<file path="config.mk">
export PLATFORM = sky130hd
export DESIGN_NAME = l2_trace_dispatcher
export DESIGN_NICKNAME = d
export VERILOG_FILES = /design/src/rtl/l2_trace_dispatcher.sv
export SDC_FILE = /design/constraint.sdc
export NUM_CORES = 1
export LEC_CHECK = 0
export ABC_AREA = 0
export CAP_MARGIN = 5
export CORE_ASPECT_RATIO = 1.75
export CORE_MARGIN = 1
export CORE_UTILIZATION = 39
export CTS_BUF_LIST = sky130_fd_sc_hd__clkbuf_8
export DETAILED_ROUTE_END_ITERATION = 10
export GPL_TIMING_DRIVEN = 0
export PLACE_DENSITY = 0.73
export SLEW_MARGIN = 10
export SYNTH_ARGS = -nofsm -noshare
export SYNTH_HDL_FRONTEND = slang
export SYNTH_SLANG_ARGS = --single-unit
</file>
<file path="constraint.sdc">
create_clock -name clock -period 7.1 [get_ports clock]
set_input_delay 0.71 -clock clock [delete_from_list [all_inputs] [get_ports clock]]
set_output_delay 0.71 -clock clock [all_outputs]
set_load 0.03 [all_outputs]
</file>
<file path="src/rtl/l2_trace_dispatcher.sv">
// Trace-entry FIFO and op dispatcher sitting in front of the L2 cache.
// Issues one decoded cache operation at a time and keeps local-access statistics.
module l2_trace_dispatcher #(
  parameter int unsigned ADDR_BITS   = 32,
  parameter int unsigned BYTE_SELECT = 6,
  parameter int unsigned INDEX_BITS  = 14,
  parameter int unsigned TAG_BITS    = 12,
  parameter int unsigned FIFO_DEPTH  = 4,
  parameter int unsigned CNT_W       = 32
) (
  input  logic                   clock,
  input  logic                   reset_n,
  input  logic                   trace_valid,
  output logic                   trace_ready,
  input  logic [3:0]             trace_cmd,
  input  logic [ADDR_BITS-1:0]   trace_addr,
  output logic                   op_valid,
  input  logic                   op_ready,
  output logic [7:0]             op_code,
  output logic                   op_snoop,
  output logic [TAG_BITS-1:0]    op_tag,
  output logic [INDEX_BITS-1:0]  op_index,
  output logic [BYTE_SELECT-1:0] op_offset,
  input  logic                   op_done,
  input  logic                   op_hit,
  output logic                   cache_clear,
  output logic                   stats_print,
  output logic                   busy,
  output logic [CNT_W-1:0]       read_cnt,
  output logic [CNT_W-1:0]       write_cnt,
  output logic [CNT_W-1:0]       hit_cnt,
  output logic [CNT_W-1:0]       miss_cnt,
  output logic [CNT_W-1:0]       err_cnt
);

  localparam int unsigned PtrW   = $clog2(FIFO_DEPTH);
  localparam int unsigned EntryW = 4 + ADDR_BITS;

  localparam logic [7:0]      CodeRead   = 8'h52;
  localparam logic [7:0]      CodeWrite  = 8'h57;
  localparam logic [7:0]      CodeModify = 8'h4D;
  localparam logic [7:0]      CodeInval  = 8'h49;
  localparam logic [PtrW:0]   PtrOne     = (PtrW + 1)'(1);
  localparam logic [CNT_W-1:0] CntOne    = CNT_W'(1);

  typedef enum logic [1:0] {StIdle, StIssue, StWait, StClear} state_e;

  state_e state_q, state_d;

  // FIFO storage and pointers (extra MSB distinguishes full from empty)
  logic [EntryW-1:0] fifo_mem [FIFO_DEPTH];
  logic [PtrW:0]     wr_ptr_q, rd_ptr_q;
  logic              fifo_full, fifo_empty, push, pop;

  logic [3:0]           head_cmd;
  logic [ADDR_BITS-1:0] head_addr;
  logic                 head_is_op, head_is_clear, head_is_print, head_illegal;
  logic                 head_snoop, head_read, head_write, head_local;
  logic [7:0]           head_code;

  logic [7:0]             op_code_q;
  logic                   op_snoop_q;
  logic [TAG_BITS-1:0]    op_tag_q;
  logic [INDEX_BITS-1:0]  op_index_q;
  logic [BYTE_SELECT-1:0] op_offset_q;
  logic                   op_local_q, op_read_q, op_write_q;

  logic [CNT_W-1:0] read_cnt_q, write_cnt_q, hit_cnt_q, miss_cnt_q, err_cnt_q;

  function automatic logic [CNT_W-1:0] sat_inc(input logic [CNT_W-1:0] v);
    return (&v) ? v : v + CntOne;
  endfunction

  assign fifo_empty  = (wr_ptr_q == rd_ptr_q);
  assign fifo_full   = (wr_ptr_q[PtrW] != rd_ptr_q[PtrW]) &&
                       (wr_ptr_q[PtrW-1:0] == rd_ptr_q[PtrW-1:0]);
  assign trace_ready = !fifo_full;
  assign push        = trace_valid && trace_ready;
  assign pop         = (state_q == StIdle) && !fifo_empty;

  assign {head_cmd, head_addr} = fifo_mem[rd_ptr_q[PtrW-1:0]];

  always_ff @(posedge clock) begin
    if (push) begin
      fifo_mem[wr_ptr_q[PtrW-1:0]] <= {trace_cmd, trace_addr};
    end
  end

  always_ff @(posedge clock or negedge reset_n) begin
    if (!reset_n) begin
      wr_ptr_q <= '0;
      rd_ptr_q <= '0;
    end else begin
      if (push) wr_ptr_q <= wr_ptr_q + PtrOne;
      if (pop)  rd_ptr_q <= rd_ptr_q + PtrOne;
    end
  end

  always_comb begin
    head_is_op    = 1'b0;
    head_is_clear = 1'b0;
    head_is_print = 1'b0;
    head_snoop    = 1'b0;
    head_read     = 1'b0;
    head_write    = 1'b0;
    head_code     = 8'h00;
    case (head_cmd)
      4'd0, 4'd2: begin head_is_op = 1'b1; head_code = CodeRead;  head_read  = 1'b1; end
      4'd1:       begin head_is_op = 1'b1; head_code = CodeWrite; head_write = 1'b1; end
      4'd3:       begin head_is_op = 1'b1; head_code = CodeInval;  head_snoop = 1'b1; end
      4'd4:       begin head_is_op = 1'b1; head_code = CodeRead;   head_snoop = 1'b1; end
      4'd5:       begin head_is_op = 1'b1; head_code = CodeWrite;  head_snoop = 1'b1; end
      4'd6:       begin head_is_op = 1'b1; head_code = CodeModify; head_snoop = 1'b1; end
      4'd8:       head_is_clear = 1'b1;
      4'd9:       head_is_print = 1'b1;
      default:    ;
    endcase
  end

  assign head_illegal = !(head_is_op || head_is_clear || head_is_print);
  assign head_local   = head_is_op && !head_snoop;

  // FSM: state register
  always_ff @(posedge clock or negedge reset_n) begin
    if (!reset_n) state_q <= StIdle;
    else          state_q <= state_d;
  end

  // FSM: next state; op_done outside WAIT/CLEAR is deliberately ignored
  always_comb begin
    state_d = state_q;
    unique case (state_q)
      StIdle: begin
        if (pop && head_is_op)         state_d = StIssue;
        else if (pop && head_is_clear) state_d = StClear;
      end
      StIssue: if (op_ready) state_d = StWait;
      StWait:  if (op_done)  state_d = StIdle;
      StClear: if (op_done)  state_d = StIdle;
      default: state_d = StIdle;
    endcase
  end

  // FSM: outputs
  always_comb begin
    op_valid    = (state_q == StIssue);
    cache_clear = (state_q == StClear);
    stats_print = pop && head_is_print;
    busy        = (state_q != StIdle) || !fifo_empty;
  end

  always_ff @(posedge clock or negedge reset_n) begin
    if (!reset_n) begin
      op_code_q   <= '0;
      op_snoop_q  <= 1'b0;
      op_tag_q    <= '0;
      op_index_q  <= '0;
      op_offset_q <= '0;
      op_local_q  <= 1'b0;
      op_read_q   <= 1'b0;
      op_write_q  <= 1'b0;
    end else if (pop && head_is_op) begin
      op_code_q   <= head_code;
      op_snoop_q  <= head_snoop;
      op_tag_q    <= head_addr[ADDR_BITS-1 -: TAG_BITS];
      op_index_q  <= head_addr[BYTE_SELECT +: INDEX_BITS];
      op_offset_q <= head_addr[BYTE_SELECT-1:0];
      op_local_q  <= head_local;
      op_read_q   <= head_read;
      op_write_q  <= head_write;
    end
  end

  always_ff @(posedge clock or negedge reset_n) begin
    if (!reset_n) begin
      read_cnt_q  <= '0;
      write_cnt_q <= '0;
      hit_cnt_q   <= '0;
      miss_cnt_q  <= '0;
      err_cnt_q   <= '0;
    end else begin
      if (state_q == StWait && op_done && op_local_q) begin
        if (op_read_q)  read_cnt_q  <= sat_inc(read_cnt_q);
        if (op_write_q) write_cnt_q <= sat_inc(write_cnt_q);
        if (op_hit)     hit_cnt_q   <= sat_inc(hit_cnt_q);
        else            miss_cnt_q  <= sat_inc(miss_cnt_q);
      end else if (state_q == StClear && op_done) begin
        read_cnt_q  <= '0;
        write_cnt_q <= '0;
        hit_cnt_q   <= '0;
        miss_cnt_q  <= '0;
      end
      if (pop && head_illegal) err_cnt_q <= sat_inc(err_cnt_q);
    end
  end

  assign op_code   = op_code_q;
  assign op_snoop  = op_snoop_q;
  assign op_tag    = op_tag_q;
  assign op_index  = op_index_q;
  assign op_offset = op_offset_q;
  assign read_cnt  = read_cnt_q;
  assign write_cnt = write_cnt_q;
  assign hit_cnt   = hit_cnt_q;
  assign miss_cnt  = miss_cnt_q;
  assign err_cnt   = err_cnt_q;

endmodule

</file>
==> results.json <==
{
  "outcome": "finished clean",
  "htree_levels": 2,
  "arrival_ns": 3.11,
  "rows": 97,
  "synth-main-ff-cell": "dfrtp_1",
  "setup_ws_ns": 3.280,
  "layout_common_cells": "244 x clkdlybuf4s50_1, 209 x dfrtp_1, 144 x edfxtp_1",
  "critPathSlowestCell": "clkdlybuf4s50_1",
  "regArea_um2": 9554,
  "via_per_inst": 5.312,
  "routed_wl_mm": 39.10,
  "crit_buf_inv": 2,
  "place_ws_ns": 3.303,
  "drv_cap": 0,
  "final_common_cell": "clkdlybuf4s50_1",
  "die_area_um2": 41190,
  "grt_max_degree": 107,
  "critPathMaxFanout": 10,
  "grtUsageTotal_pct": 19.28,
  "dr.pass1.iters": 5,
  "syn-cell-area_um2": 15740,
  "initial_core_util_pct": 39.41,
  "end_kind": "output port",
  "core_area_um2": 39930,
  "final_antenna_net_count": 0,
  "critPathKind": "reg -> out",
  "min_path_type": "reg -> reg",
  "dr.first_iter.drc_count": 488,
  "post_cts_resized": 0,
  "first_global_vias": 11530,
  "tightest_slew_ns": 0.9255,
  "root_buffer": "clkbuf_8",
  "synth_cells": 1250,
  "cts-buffers-inserted": 53,
  "grt-ovfl-total": 0,
  "vias": 11140,
  "antenna_cells": 0,
  "synth-seq-area-share_pct": 60.72,
  "crit_chain": "buf_6 -> mux4_2 -> nand2b_1 -> nor4b_1 -> clkdlybuf4s50_1",
  "finalCritPeriodShare_pct": 53.80,
  "drc": 0,
  "dp.cells": 1997,
  "p_leak_uw": 0.007809,
  "drive_gt1_share_pct": 12.29,
  "syn_avg_cell_area_um2": 12.59,
  "syn_to_final_growth_pct": 27.64,
  "worstSkewPairLatency_ns": 0.60,
  "cts_tree": "built",
  "holdBufCountCts": 1,
  "synth_edf_count": 144,
  "routedWlPerCell_um": 18.64,
  "hold_viol": 0,
  "ir_drop_mv": 0.3097,
  "clockBufferDepth": 3,
  "fill_cells": 3436,
  "final_net_count": 1610,
  "relSlewSlack_pct": 38.30,
  "finalClockSkew_ns": 0.02066,
  "min_period_ns": 3.820,
  "required_ns": 6.39,
  "multiInputGateArea_um2": 5849,
  "critPathLaunchType": "register",
  "setup_violations": 0,
  "port_buffers": 245,
  "p_total_uw": 6377,
  "path_depth": 5,
  "yosys_warnings": 0,
  "max_freq_mhz": 261.8,
  "max_stage_delay_ns": 0.77,
  "dp_hpwl_mm": 28.22,
  "fin_cells": 2098,
  "critPathTopFamily": "buffers and inverters",
  "yosysUniqueCellTypes": 68,
  "grt_pass1_wl_mm": 62.11,
  "clk_pin_slew_ns": 0.07,
  "min_path_cells": 1,
  "clock-sinks": 353,
  "antenna_found_initial": 1,
  "ios": 248,
  "postCtsSetupBuffers": 0,
  "maxSlewViolCount": 0,
  "ys_seq_elements": 353,
  "die_h_um": 267.7,
  "ys_async_sr_fraction_pct": 59.21,
  "gp_congestion": 0.9208,
  "rsz0062_at_grt": "no",
  "pwr_density_cell_nw_per_um2": 317.5,
  "reg2regPathDepth": 9,
  "die_w_um": 153.8
}
through the flow:
step	utilization [%]	hold WS (ns)	area, um2	TNS (ns)
after floorplan	-	0.4144	15740	0
after global routing	50.30	0.5109	20080	0
final	50.30	0.4733	20080	0
after global placement	47.11	0.4556	18810	-800.91
after CTS	50.30	0.4796	20080	0
after detailed placement	47.47	0.4604	18960	0
synthesized netlist by cell type, types with 3 or more instances:
master | number | share of area [%]
mux4_2 | 36 | 5.2
ha_1 | 10 | 0.80
nand2b_1 | 8 | 0.32
a31o_2 | 3 | 0.17
nor4_1 | 23 | 0.91
buf_2 | 8 | 0.25
nand3_1 | 69 | 2.2
mux2_2 | 32 | 2.3
nand4b_1 | 3 | 0.17
buf_6 | 4 | 0.29
o211ai_1 | 3 | 0.14
a41o_1 | 4 | 0.25
and3_1 | 35 | 1.4
or4_1 | 8 | 0.38
and2_1 | 8 | 0.32
and4_1 | 13 | 0.72
nor3_1 | 35 | 1.1
edfxtp_1 | 144 | 27
xor2_1 | 51 | 2.8
buf_1 | 4 | 0.095
a22o_1 | 4 | 0.22
buf_4 | 5 | 0.24
nor2_1 | 132 | 3.1
inv_1 | 24 | 0.57
a211oi_1 | 11 | 0.52
o21ai_0 | 21 | 0.67
a21oi_1 | 28 | 0.89
a31oi_1 | 7 | 0.28
or3_1 | 17 | 0.68
nand4_1 | 35 | 1.4
dfrtp_1 | 209 | 33
nor3b_1 | 8 | 0.38
clkbuf_1 | 26 | 0.62
nor4b_1 | 7 | 0.39
nand2_1 | 89 | 2.1
xnor2_1 | 83 | 4.6
logic make-up after synthesis:
group	synth area share [%]
other	0.02383
buffers and inverters	2.163
AO/OA/AOI/OAI	4.214
XOR/XNOR	7.459
AND/OR/NAND/NOR	16.96
flip-flops	60.72
multiplexers	7.665
adder cells (fa/ha/maj)	0.7952
final timing paths:
kind,start,slack (ns),end
max in group asynchronous,reset_n,5.73,read_cnt[20]
max,rd_ptr_q[0],3.28,stats_print
min,op_code[6],0.47,op_code[6]
min in group asynchronous,reset_n,0.55,hit_cnt[22]
max reg2reg,state_q[1],4.13,hit_cnt[2]
min reg2reg,op_code[6],0.47,op_code[6]
power breakdown:
group	total (uW)	internal, uW	switching [uW]
clock network	1730	925	809
registers	2670	2500	164
logic	1980	836	1140
state kept, by name (all words and copies together) (netlist names), 6 cells and up:
| name | flops |
|---|---|
| fifo_mem | 144 |
| err_cnt | 32 |
| hit_cnt | 32 |
| miss_cnt | 32 |
| read_cnt | 32 |
| write_cnt | 32 |
| op_index | 14 |
| op_tag | 12 |
| op_offset | 6 |
metal layers:
layer	vias up	GRT usage (%)	routed length, um
met2	292	37.14	21670
met4	2	6.919	1045
met3	66	4.061	1885
met1	5579	20.41	14490
li1	5205	-	-
met5	-	0	15
final cells by class:
| type | instances | share of cell area [%] |
|---|---|---|
| multi-input cells | 826 | 29.12 |
| repair buffers | 252 | 12.96 |
| flip-flops and latches | 353 | 47.57 |
| plain buffers | 48 | 1.246 |
| clock buffers | 63 | 4.317 |
| well taps | 495 | 3.084 |
| inverters | 24 | 0.4485 |
| clock inverters | 37 | 1.252 |
worst register-to-register path: stages (launching register included):
cell and delay (ns):
dfrtp_1 0.33, buf_2 0.20, and4b_1 0.21, clkbuf_1 0.49, nand4_1 0.42, nor3_2 0.51, buf_2 0.33, a211oi_1 0.13
xnor2_1 0.15, nor2_1 0.05
Power figures use the tool's default switching activity.
